===== src/rtl/cpu_control_unit.sv =====
// Accumulator CPU sequencer: fetch/decode/execute FSM driving a synchronous-read RAM
// and an external combinational ALU.
//
// state      | meaning
// IDLE       | waiting for start, memory idle
// FETCH      | present pc to RAM with read enable
// FETCH_WAIT | capture instruction, advance pc
// DECODE     | dispatch; single-cycle ops complete here
// MEM_RD     | present operand address for read
// MEM_WAIT   | capture operand into MBR
// EXEC       | write ALU result or MBR into AC
// MEM_WR     | write AC to operand address
// HALTED     | stopped until reset
module cpu_control_unit #(
  parameter int ADDR_WIDTH = 28,
  parameter int DATA_WIDTH = 32,
  parameter int RESET_PC   = 'h100
) (
  input  logic                  clk,
  input  logic                  rst_n,
  input  logic                  start,
  output logic [ADDR_WIDTH-1:0] mem_addr,
  output logic                  mem_cs,
  output logic                  mem_we,
  output logic                  mem_oe,
  output logic [DATA_WIDTH-1:0] mem_wdata,
  input  logic [DATA_WIDTH-1:0] mem_rdata,
  output logic [31:0]           alu_left,
  output logic [31:0]           alu_right,
  output logic [3:0]            alu_ctrl,
  input  logic [31:0]           alu_out,
  output logic [ADDR_WIDTH-1:0] pc,
  output logic [DATA_WIDTH-1:0] ac,
  output logic                  halted,
  output logic                  busy,
  output logic                  instr_done,
  output logic                  illegal_op
);

  typedef enum logic [3:0] {
    S_IDLE, S_FETCH, S_FETCH_WAIT, S_DECODE, S_MEM_RD,
    S_MEM_WAIT, S_EXEC, S_MEM_WR, S_HALTED
  } state_e;

  localparam logic [3:0] OP_ADD   = 4'h0;
  localparam logic [3:0] OP_HALT  = 4'h1;
  localparam logic [3:0] OP_LOAD  = 4'h2;
  localparam logic [3:0] OP_STORE = 4'h3;
  localparam logic [3:0] OP_CLEAR = 4'h4;
  localparam logic [3:0] OP_SKIP  = 4'h5;
  localparam logic [3:0] OP_JUMP  = 4'h6;
  localparam logic [3:0] OP_ADDI  = 4'h7;

  state_e                state_q, state_d;
  logic [ADDR_WIDTH-1:0] pc_q, pc_d;
  logic [DATA_WIDTH-1:0] ac_q, ac_d;
  logic [DATA_WIDTH-1:0] ir_q, ir_d;
  logic [DATA_WIDTH-1:0] mbr_q, mbr_d;

  logic [3:0]            opcode;
  logic [ADDR_WIDTH-1:0] op_addr;
  logic                  skip_taken;

  assign opcode  = ir_q[31:28];
  assign op_addr = ir_q[ADDR_WIDTH-1:0];

  always_ff @(posedge clk or negedge rst_n) begin
    if (!rst_n) begin
      state_q <= S_IDLE;
      pc_q    <= ADDR_WIDTH'(RESET_PC);
      ac_q    <= '0;
      ir_q    <= '0;
      mbr_q   <= '0;
    end else begin
      state_q <= state_d;
      pc_q    <= pc_d;
      ac_q    <= ac_d;
      ir_q    <= ir_d;
      mbr_q   <= mbr_d;
    end
  end

  // Skip condition codes look at AC as a signed value.
  always_comb begin
    skip_taken = 1'b0;
    case (ir_q[2:0])
      3'b010:  skip_taken = (ac_q == '0);
      3'b000:  skip_taken = ac_q[DATA_WIDTH-1];
      3'b100:  skip_taken = !ac_q[DATA_WIDTH-1] && (ac_q != '0);
      default: skip_taken = 1'b0;
    endcase
  end

  always_comb begin
    alu_right = 32'h0;
    if (opcode == OP_ADD)       alu_right = mbr_q;
    else if (opcode == OP_ADDI) alu_right = {24'h0, ir_q[27:20]};
  end

  always_comb begin
    state_d    = state_q;
    pc_d       = pc_q;
    ac_d       = ac_q;
    ir_d       = ir_q;
    mbr_d      = mbr_q;
    mem_addr   = pc_q;
    mem_cs     = 1'b0;
    mem_we     = 1'b0;
    mem_oe     = 1'b0;
    alu_ctrl   = 4'b0000;
    instr_done = 1'b0;
    illegal_op = 1'b0;

    case (state_q)
      S_IDLE: begin
        if (start) state_d = S_FETCH;
      end
      S_FETCH: begin
        mem_cs  = 1'b1;
        mem_oe  = 1'b1;
        state_d = S_FETCH_WAIT;
      end
      S_FETCH_WAIT: begin
        ir_d    = mem_rdata;
        pc_d    = pc_q + ADDR_WIDTH'(1);
        state_d = S_DECODE;
      end
      S_DECODE: begin
        case (opcode)
          OP_ADD, OP_LOAD: state_d = S_MEM_RD;
          OP_STORE:        state_d = S_MEM_WR;
          OP_ADDI:         state_d = S_EXEC;
          OP_HALT: begin
            // pc already points past the HALT; leave it on the HALT itself.
            pc_d       = pc_q - ADDR_WIDTH'(1);
            instr_done = 1'b1;
            state_d    = S_HALTED;
          end
          OP_CLEAR: begin
            ac_d       = '0;
            instr_done = 1'b1;
            state_d    = S_FETCH;
          end
          OP_SKIP: begin
            if (skip_taken) pc_d = pc_q + ADDR_WIDTH'(1);
            instr_done = 1'b1;
            state_d    = S_FETCH;
          end
          OP_JUMP: begin
            pc_d       = op_addr;
            instr_done = 1'b1;
            state_d    = S_FETCH;
          end
          default: begin
            illegal_op = 1'b1;
            instr_done = 1'b1;
            state_d    = S_FETCH;
          end
        endcase
      end
      S_MEM_RD: begin
        mem_addr = op_addr;
        mem_cs   = 1'b1;
        mem_oe   = 1'b1;
        state_d  = S_MEM_WAIT;
      end
      S_MEM_WAIT: begin
        mbr_d   = mem_rdata;
        state_d = S_EXEC;
      end
      S_EXEC: begin
        alu_ctrl   = 4'b0010;
        ac_d       = (opcode == OP_LOAD) ? mbr_q : alu_out;
        instr_done = 1'b1;
        state_d    = S_FETCH;
      end
      S_MEM_WR: begin
        mem_addr   = op_addr;
        mem_cs     = 1'b1;
        mem_we     = 1'b1;
        instr_done = 1'b1;
        state_d    = S_FETCH;
      end
      S_HALTED: state_d = S_HALTED;
      default:  state_d = S_IDLE;
    endcase
  end

  assign mem_wdata = ac_q;
  assign alu_left  = ac_q;
  assign pc        = pc_q;
  assign ac        = ac_q;
  assign halted    = (state_q == S_HALTED);
  assign busy      = (state_q != S_IDLE) && (state_q != S_HALTED);

endmodule

===== config.mk =====
export PLATFORM = sky130hd
export DESIGN_NAME = cpu_control_unit
export DESIGN_NICKNAME = d
export VERILOG_FILES = /design/src/rtl/cpu_control_unit.sv
export SDC_FILE = /design/constraint.sdc
export NUM_CORES = 1
export LEC_CHECK = 0
export CORE_AREA = 5 5 132 134
export DETAILED_ROUTE_END_ITERATION = 12
export DIE_AREA = 0 0 137 139
export PLACE_DENSITY = 0.84
export SLEW_MARGIN = 20
export SYNTH_ARGS = -nofsm -noshare
export SYNTH_HDL_FRONTEND = slang
export SYNTH_SLANG_ARGS = --single-unit

===== constraint.sdc =====
create_clock -name clk -period 3.9 [get_ports clk]
set_input_delay 0.78 -clock clk [delete_from_list [all_inputs] [get_ports clk]]
set_output_delay 0.78 -clock clk [all_outputs]
set_load 0.005 [all_outputs]

# Yosys cells after proc, flatten, opt, wreduce, memory -nomap -nowiden
# Index checks and enable logic that the tools add are counted.
[word_totals]
in_bits = 67
regBits = 128
latchBits = 0
memories = 0
ramBits = 0
romBits = 0
[op_classes]
n_shift = 0
add_sub_neg = 2
muxes = 21
order_cmp = 0
reduce_logical = 20
n_eq_ne = 22
mul = 0
div = 0
bitwise = 0
[op_table]
columns = ["operator", "n"]
rows = [
  ["2-to-1 mux 32 bit", 3],
  ["case mux 28 bit (3 select lines)", 1],
  ["case mux 32 bit (2 select lines)", 1],
  ["2-to-1 mux 28 bit", 2],
  ["case mux 28 bit (2 select lines)", 1],
  ["== test 4 x 3 -> 1 bit (second input constant)", 8],
  ["logical NOT 32 bit", 1],
  ["case mux 4 bit (8 select lines)", 1],
  ["nonzero test 32 bit", 1],
  ["adder 28 x 1 -> 28 bit (second input constant)", 1],
  ["subtractor 28 x 1 -> 28 bit (second input constant)", 1],
  ["== test 4 x 2 -> 1 bit (second input constant)", 4],
  ["case mux 4 bit (4 select lines)", 1],
  ["== test 4 x 1 -> 1 bit (second input constant)", 2],
  ["logical NOT 4 bit", 2],
  ["2-to-1 mux 8 bit", 1],
  ["OR reduction 2 bit", 4],
  ["OR reduction 8 bit", 1],
  ["2-to-1 mux 1 bit", 6],
  ["== test 4 bit (second input constant)", 1],
  ["2-to-1 mux 4 bit", 1],
  ["inequality test 4 x 2 -> 1 bit (second input constant)", 1],
  ["inequality test 4 bit (second input constant)", 1],
  ["nonzero test 2 bit", 2],
  ["16 further kinds", 17],
]

# Longest topological paths before layout
# Gate-level depths: netlist (run 1).
[logic_depth]
word_depth = 6
depth_mapped = 10

# Least setup slack after synthesis (run 1)
# Ideal clock, no wire load.
[synth_timing]
kind = "register to output"
start = "register state_q[1]"
end = "output port mem_addr[10]"
required_time_ns = 3.120
path_slack_ns = 1.373
arrival_ns = 1.747
path_stages_with_launch = 6
n_path_buf = 2
cell_sequence = "dfrtp_1 clkbuf_1 xor2_1 nor2_1 clkbuf_1 mux2_2"
[synth_between]
elab_chain_cells = 3
[synth_lines]
columns = ["item", "line", "source"]
rows = [
  ["from (decl)", "54", "state_e state_q, state_d;"],
  ["from (signal assigned)", "75", "state_q <= state_d;"],
  ["== test 4 x 3 -> 1 bit", "114", "case (state_q)"],
  ["OR reduction 2 bit (no line) *", "-", ""],
  ["2-to-1 mux 28 bit *", "114", ""],
  ["to (decl)", "22", "output logic [ADDR_WIDTH-1:0] mem_addr,"],
]
# Mark *: on every way between the ends. The rest lies on a longest branch, timed or not.

# Final worst setup path (run 1)
[layout_timing]
start = "register state_q[3]"
end = "output port mem_addr[15]"
# Same word-level chain as after synthesis.

==> results of run 1 <==
-- layer usage --
layer  track usage  vias to the layer above  wire (um)
li1              -                     3451          -
met1         0.370                     3688      10800
met2         0.450                      428      13100
met3        0.0646                       61       2150
met4        0.0961                        0        797
met5             0                        -          0
-- flip-flops by register name (all words and copies together), names as in the netlist --
register  count
state_q       4
ac           32
ir_q         32
pc           28
mbr_q        32
-- metrics by stage --
stage / setup WS, ps / area [um2]
floorplan: 1370 / 8030
finish: 437 / 10800
detailed placement: 886 / 10200
global route: 312 / 10800
CTS: 432 / 10800
global placement: 1010 / 10200
-- power by group through the flow --
| stage | logic [mW] | clock network, mW | registers, mW |
|---|---|---|---|
| after floorplan | 2.90 | 0 | 2.42 |
| after global placement | 4.39 | 0 | 2.94 |
| after detailed placement | 4.51 | 0 | 2.97 |
| after CTS | 4.54 | 1.52 | 2.95 |
| after global routing | 4.93 | 1.58 | 3.07 |
| final | 4.54 | 1.50 | 2.97 |
-- cells in the final DEF (no fill, tap or decap), drive strengths merged, types with 4 or more instances in the layout --
cell type        n
and2            26
o211ai           5
mux2            55
a22oi            4
xnor2            9
a31oi           14
clkbuf          21
o21ai           81
o22ai            5
nor4            23
nor3            20
nand3           21
nand2          163
nand2b           6
o31ai            8
a22o            10
a222oi           5
buf             14
nand4           14
xor2             6
o22a             4
clkinv           6
dfrtp          127
a221oi           7
and3             7
clkdlybuf4s50  257
mux2i           34
nor2            41
inv             12
a21oi           17
-- cell families after synthesis --
logic type,after synthesis,synth area share
xor gates and xnor gates,15,0.0164
AOI/OAI and AO/OA,182,0.145
DFF,128,0.400
muxes,90,0.122
and+or+nand+nor,340,0.208
other,1,0.000468
adders and majority gates,2,0.00312
buffers and inverters,145,0.104
-- worst max-delay path by stage --
stage,from,end,slack [ps],cells after the start
floorplan,state_q[1],mem_addr[10],1370,5
global placement,state_q[3],mem_addr[11],1010,6
global route,state_q[3],mem_addr[9],310,6
CTS,state_q[3],mem_addr[15],430,6
finish,state_q[3],mem_addr[15],440,6
detailed placement,state_q[3],mem_addr[15],890,6
-- final cells by class --
type / count / area, um2
clock buffers: 21 / 480
flip-flops and latches: 128 / 3200
repair buffers: 271 / 2690
multi-input cells: 632 / 4020
clock inverters: 11 / 81.3
well taps: 220 / 275
inverters: 10 / 37.5
fillers: 1287 / 5380
==> out/metrics.yaml, run 1 <==
grt:
  gr-total-overflow: 0
  grt_first_pass_wirelength_mm: 41.7
  antenna_found_initial: 0
  grt_pass1_vias: 7366
  grt_max_degree: 87
  track_usage: 0.280
synthesis:
  synth_area_um2: 8020
  synth-main-ff-cell: "dfrtp_1"
  ys_types: 68
  synth.top_cell.area_share: 0.396
  post-synth-top-count-cell: "nand2_1"
  synth_area_leaders: "dfrtp_1 (40%), mux2_2 (7.7%), nand2_1 (7.6%)"
  synth_warnings: 0
  ys_top_cells_by_count: "nand2_1 (163), dfrtp_1 (127), o21ai_0 (78)"
  ys_seq_area_frac: 0.400
  yosys.area.top_type: "dfrtp_1"
  synth-edff-count: 0
  ys_seq_elements: 128
  avgSynthCellArea_um2: 8.88
  postSynthCellCount: 903
  async_reset_ff_frac: 1.00
sta:
  setup_violations: 0
  worst_hold_slack_ps: 412
  fin_crit_ps: 3460
  fmax_ghz: 0.289
  layout_worst_path_cycle_share: 0.888
  fin_skew_ps: 9.16
  relSlewSlack: 0.305
  maxSlewViolCount: 0
  fin_tns_setup_ps: 0
  tightest_slew_ps: 1040
  hold_viol: 0
  rsz0062_at_grt: "no"
setup_path:
  regToRegStartpoint: "state_q[2]"
  r2r_end: "pc[4]"
  crit_type: "flip-flop to output port"
  critPathBufInv: 3
  end_kind: "output port"
  r2r_slack_ps: 850
  worst-endpoint-arrival_ps: 2680
  critPathMaxStageDelay_ps: 470
  cp.required_ps: 3120
  cp_max_fo: 26
  path_cells: "inv_1 > nand2_1 > nor2_2 > buf_12 > mux2_2 > clkdlybuf4s50_1"
  crit_path_start_kind: "flip-flop"
  critical_path.top_delay_family: "buffers and inverters"
  reg2reg_depth: 7
  cp_slowest_cell: "clkdlybuf4s50_1"
clocking:
  tritoncts: "done"
  path_clk_slew_ps: 60
  insertion_delay_ps: 420
  postCtsSetupBuffers: 0
  cts.path.max_buffers: 2
  htree_levels: 4
  cts.repair.resized: 0
  cts_root_buffer: "clkbuf_16"
  clock_sinks: 128
  numCtsBuffers: 17
  ctsHoldBuffers: 0
placement:
  port_buffers: 258
  dpl.hpwl_mm: 19.0
  routabilityCongestion: 0.915
  placed_cells: 1261
pwr:
  total_power_mw: 9.01
  p_clk_frac: 0.167
  p_sw_mw: 3.74
  power.leakage_nw: 4.36
  seq_power_share: 0.330
  p_comb_frac: 0.504
  peakVddDrop_uv: 585
  intPower_mw: 5.27
  powerDensity_nw_per_um2: 835
  switching_share: 0.415
route:
  firstDrtPassIters: 6
  drt_iter0_markers: 779
  viasPerCell: 5.90
  drc_errors: 0
  wl_mm: 26.8
  wl_per_cell_um: 20.7
  vias: 7628
  drtAntennaViolNets: 0
cells_and_area:
  utilization: 0.667
  area_delta_synth_final_pct: 34.6
  antenna_cells: 0
  layout.cells.non_filler: 1293
  fin_nets: 1129
  layout-drive-gt1-share: 0.117
job:
  cap_violations: 0
floorplanning:
  pin_count: 262
  dieArea_um2: 19000
  die_h_um: 139
  start_util: 0.496
  core_area_um2: 16200
  num_rows: 47
  die_w_um: 137
worst_hold_path:
  worstHoldPathType: "input port to asynchronous set/reset pin"
run_status:
  status: "finished, final reports clean"
(Power assumes the default switching activity.)
==> inputs of run 2 (changes only) <==
- ABC_AREA: default -> 1
- CORE_AREA: 5 5 132 134 -> 2 2 133 135
- DIE_AREA: 0 0 137 139 -> 0 0 135 137
==> run 2 against run 1 <==
  * Power up 7.7%
  * Sequential share of layout area down 1.7 points
  * Count of clock-buffer cells in the layout down 2
  * Worst setup slack better by 190 ps
  * Cell count up 32%
  * Global-route usage up 6.1 points
  * Register-to-register slack better by 430 ps
  * Clock power up 12%
  * Sequential power down 2%
  * Largest power group unchanged
  * Highest routed layer is now met5
==> out/metrics.yaml, run 2 <==
clocking:
  insertion_delay_ps: 430  # about the same
  cts.path.max_buffers: 2  # unchanged
  numCtsBuffers: 17  # unchanged
  htree_levels: 4  # unchanged
  tritoncts: "done"
  ctsHoldBuffers: 0  # unchanged
  postCtsSetupBuffers: 0  # unchanged
  path_clk_slew_ps: 60  # about the same
  cts.repair.resized: 0  # unchanged
  clock_sinks: 128  # unchanged
  cts_root_buffer: "clkbuf_16"
sta:
  worst_hold_slack_ps: 425  # +12.9 ps
  maxSlewViolCount: 0  # unchanged
  rsz0062_at_grt: "no"
  tightest_slew_ps: 1110  # +68.3 ps
  hold_viol: 0  # unchanged
  fin_tns_setup_ps: 0  # unchanged
  relSlewSlack: 0.261  # -0.0447
  fin_skew_ps: 8.99  # -0.175 ps
  fin_crit_ps: 3270  # -194 ps
  setup_violations: 0  # unchanged
  layout_worst_path_cycle_share: 0.838  # -0.0498
  fmax_ghz: 0.306  # +5.9%
  final.setup.worst_slack_ps: 631  # +194 ps
route:
  wl_mm: 31.1  # +16%
  wl_per_cell_um: 18.2  # -12%
  firstDrtPassIters: 6  # unchanged
  drt_iter0_markers: 941  # +21%
  drtAntennaViolNets: 0  # unchanged
  vias: 9470  # +24%
  drc_errors: 0  # unchanged
  viasPerCell: 5.54  # -6.1%
synthesis:
  ys_seq_area_frac: 0.365  # -0.0343
  ys_types: 38  # -44%
  synth-main-ff-cell: "dfrtp_1"
  yosys.area.top_type: "dfrtp_1"
  synth.top_cell.area_share: 0.362  # -0.0340
  avgSynthCellArea_um2: 6.63  # -25%
  synth_area_leaders: "dfrtp_1 (36%), nand2_1 (13%), o21ai_0 (9.8%)"
  postSynthCellCount: 1324  # +47%
  synth_warnings: 0  # unchanged
  async_reset_ff_frac: 1.00  # unchanged
  ys_top_cells_by_count: "nand2_1 (314), o21ai_0 (171), nand3_1 (169)"
  synth_area_um2: 8770  # +9.4%
  post-synth-top-count-cell: "nand2_1"
  ys_seq_elements: 128  # unchanged
  synth-edff-count: 0  # unchanged
pwr:
  power.leakage_nw: 5.28  # +21%
  peakVddDrop_uv: 466  # -20%
  powerDensity_nw_per_um2: 847  # +1.4%
  total_power_mw: 9.71  # +7.7%
job:
  cap_violations: 0  # unchanged
worst_hold_path:
  worstHoldPathType: "input port to asynchronous set/reset pin"
grt:
  grt_pass1_vias: 8881  # +21%
  gr-total-overflow: 0  # unchanged
  track_usage: 0.341  # +0.0612
  grt_max_degree: 75  # -14%
  grt_first_pass_wirelength_mm: 48.7  # +17%
  antenna_found_initial: 1  # +1
placement:
  port_buffers: 258  # unchanged
  dpl.hpwl_mm: 22.7  # +19%
  place_ws_ps: 1070  # +180 ps
  routabilityCongestion: 0.975  # +6.5%
cells_and_area:
  fin_nets: 1541  # +36%
  antenna_cells: 0  # unchanged
  final_cell_mix: "nand2_1 (312), clkdlybuf4s50_1 (257), o21ai_0 (171)"
  layout_commonest_cell: "nand2_1"
  area_delta_synth_final_pct: 30.7
  fillCellCount: 1511  # +17%
  layout-drive-gt1-share: 0.0519  # -0.0655
setup_path:
  worst-endpoint-arrival_ps: 2490  # -190 ps
  cp_max_fo: 18  # -31%
  crit_path_start_kind: "flip-flop"
  end_kind: "output port"
  cp.required_ps: 3120  # about the same
  crit_type: "flip-flop to output port"
run_status:
  status: "finished, final reports clean"
floorplanning:
  pin_count: 262  # unchanged
  dieArea_um2: 18500  # -2.9%
  start_util: 0.514  # +0.0184
  core_area_um2: 17100  # +5.5%
  num_rows: 48  # +2.1%
  die_h_um: 137  # -1.4%
  die_w_um: 135  # -1.5%
## run 2: changes by cell type in the layout (fill, tap and decap cells not counted), moves of 17 or more
cell     previous run  this run
nand2_1           163       312
nand3_1            21       169
nor2_1             37       164
inv_1              10       135
o21ai_0            78       171
mux2_2             55         0
mux2i_1            34         0
and2_1             25         0
nor4_1             17         0
## run 2: routing by layer
layer	vias to the layer above	global-route usage	share of wire
li1	4456	-	-
met5	-	0	0.00039
met1	4418	0.473	0.42
met4	2	0.142	0.037
met3	80	0.0670	0.095
met2	514	0.522	0.45
## run 2: path summary, 6_finish.rpt
kind                       slack (ps)  startpoint  depth (start not counted)           to
hold / removal                    420       rst_n                          1        pc[9]
max in group asynchronous        2620       rst_n                          2    mbr_q[21]
setup reg to reg                 1280    ir_q[31]                          6       ac[16]
min in group clk                  490    ir_q[13]                          2     ir_q[13]
setup / recovery                  630  state_q[0]                          5  mem_addr[7]
hold reg to reg                   490    ir_q[13]                          2     ir_q[13]
## run 2: cells by family (layout without fill, tap and decap cells)
group | Yosys count | after routing | share of synthesized area
and+or+nand+nor | 687 | 687 | 0.332
xor gates and xnor gates | 11 | 11 | 0.0110
AOI/OAI and AO/OA | 208 | 208 | 0.126
adders and majority gates | 2 | 2 | 0.00285
other | 1 | 3 | 0.000427
buffers and inverters | 287 | 445 | 0.163
DFF | 128 | 128 | 0.365
## run 2: per-stage QoR
step	cell area [um2]	instances	util
2_1_floorplan	8780	1326	-
3_3_place_gp	10900	1678	0.636
3_5_place_dp	10900	1678	0.636
4_1_cts	11500	1709	0.672
5_1_grt	11500	1709	0.672
6_report	11500	1709	0.672
## run 2: cell type report
cell class	instances	area [um2]	area share
inverter	148	556	0.0485
tap	225	282	0.0246
timing repair buffer	266	2650	0.231
sequential	128	3200	0.279
clock buffer	19	453	0.0395
clock inverter	12	159	0.0139
multi-input combinational	911	4160	0.363
## run 2: report_power, final
part	leakage (nW)	switching (mW)	internal [mW]
clock network	0.284	0.643	1.04
registers	1.60	0.939	1.96
logic	3.41	2.72	2.41
## run 2: critical path, stage by stage, from the launching register on
cell,delay (ps)
dfrtp_1,430
nor2_1,110
o21ai_2,170
clkinv_1,450
o21ai_0,340
clkdlybuf4s50_1,550
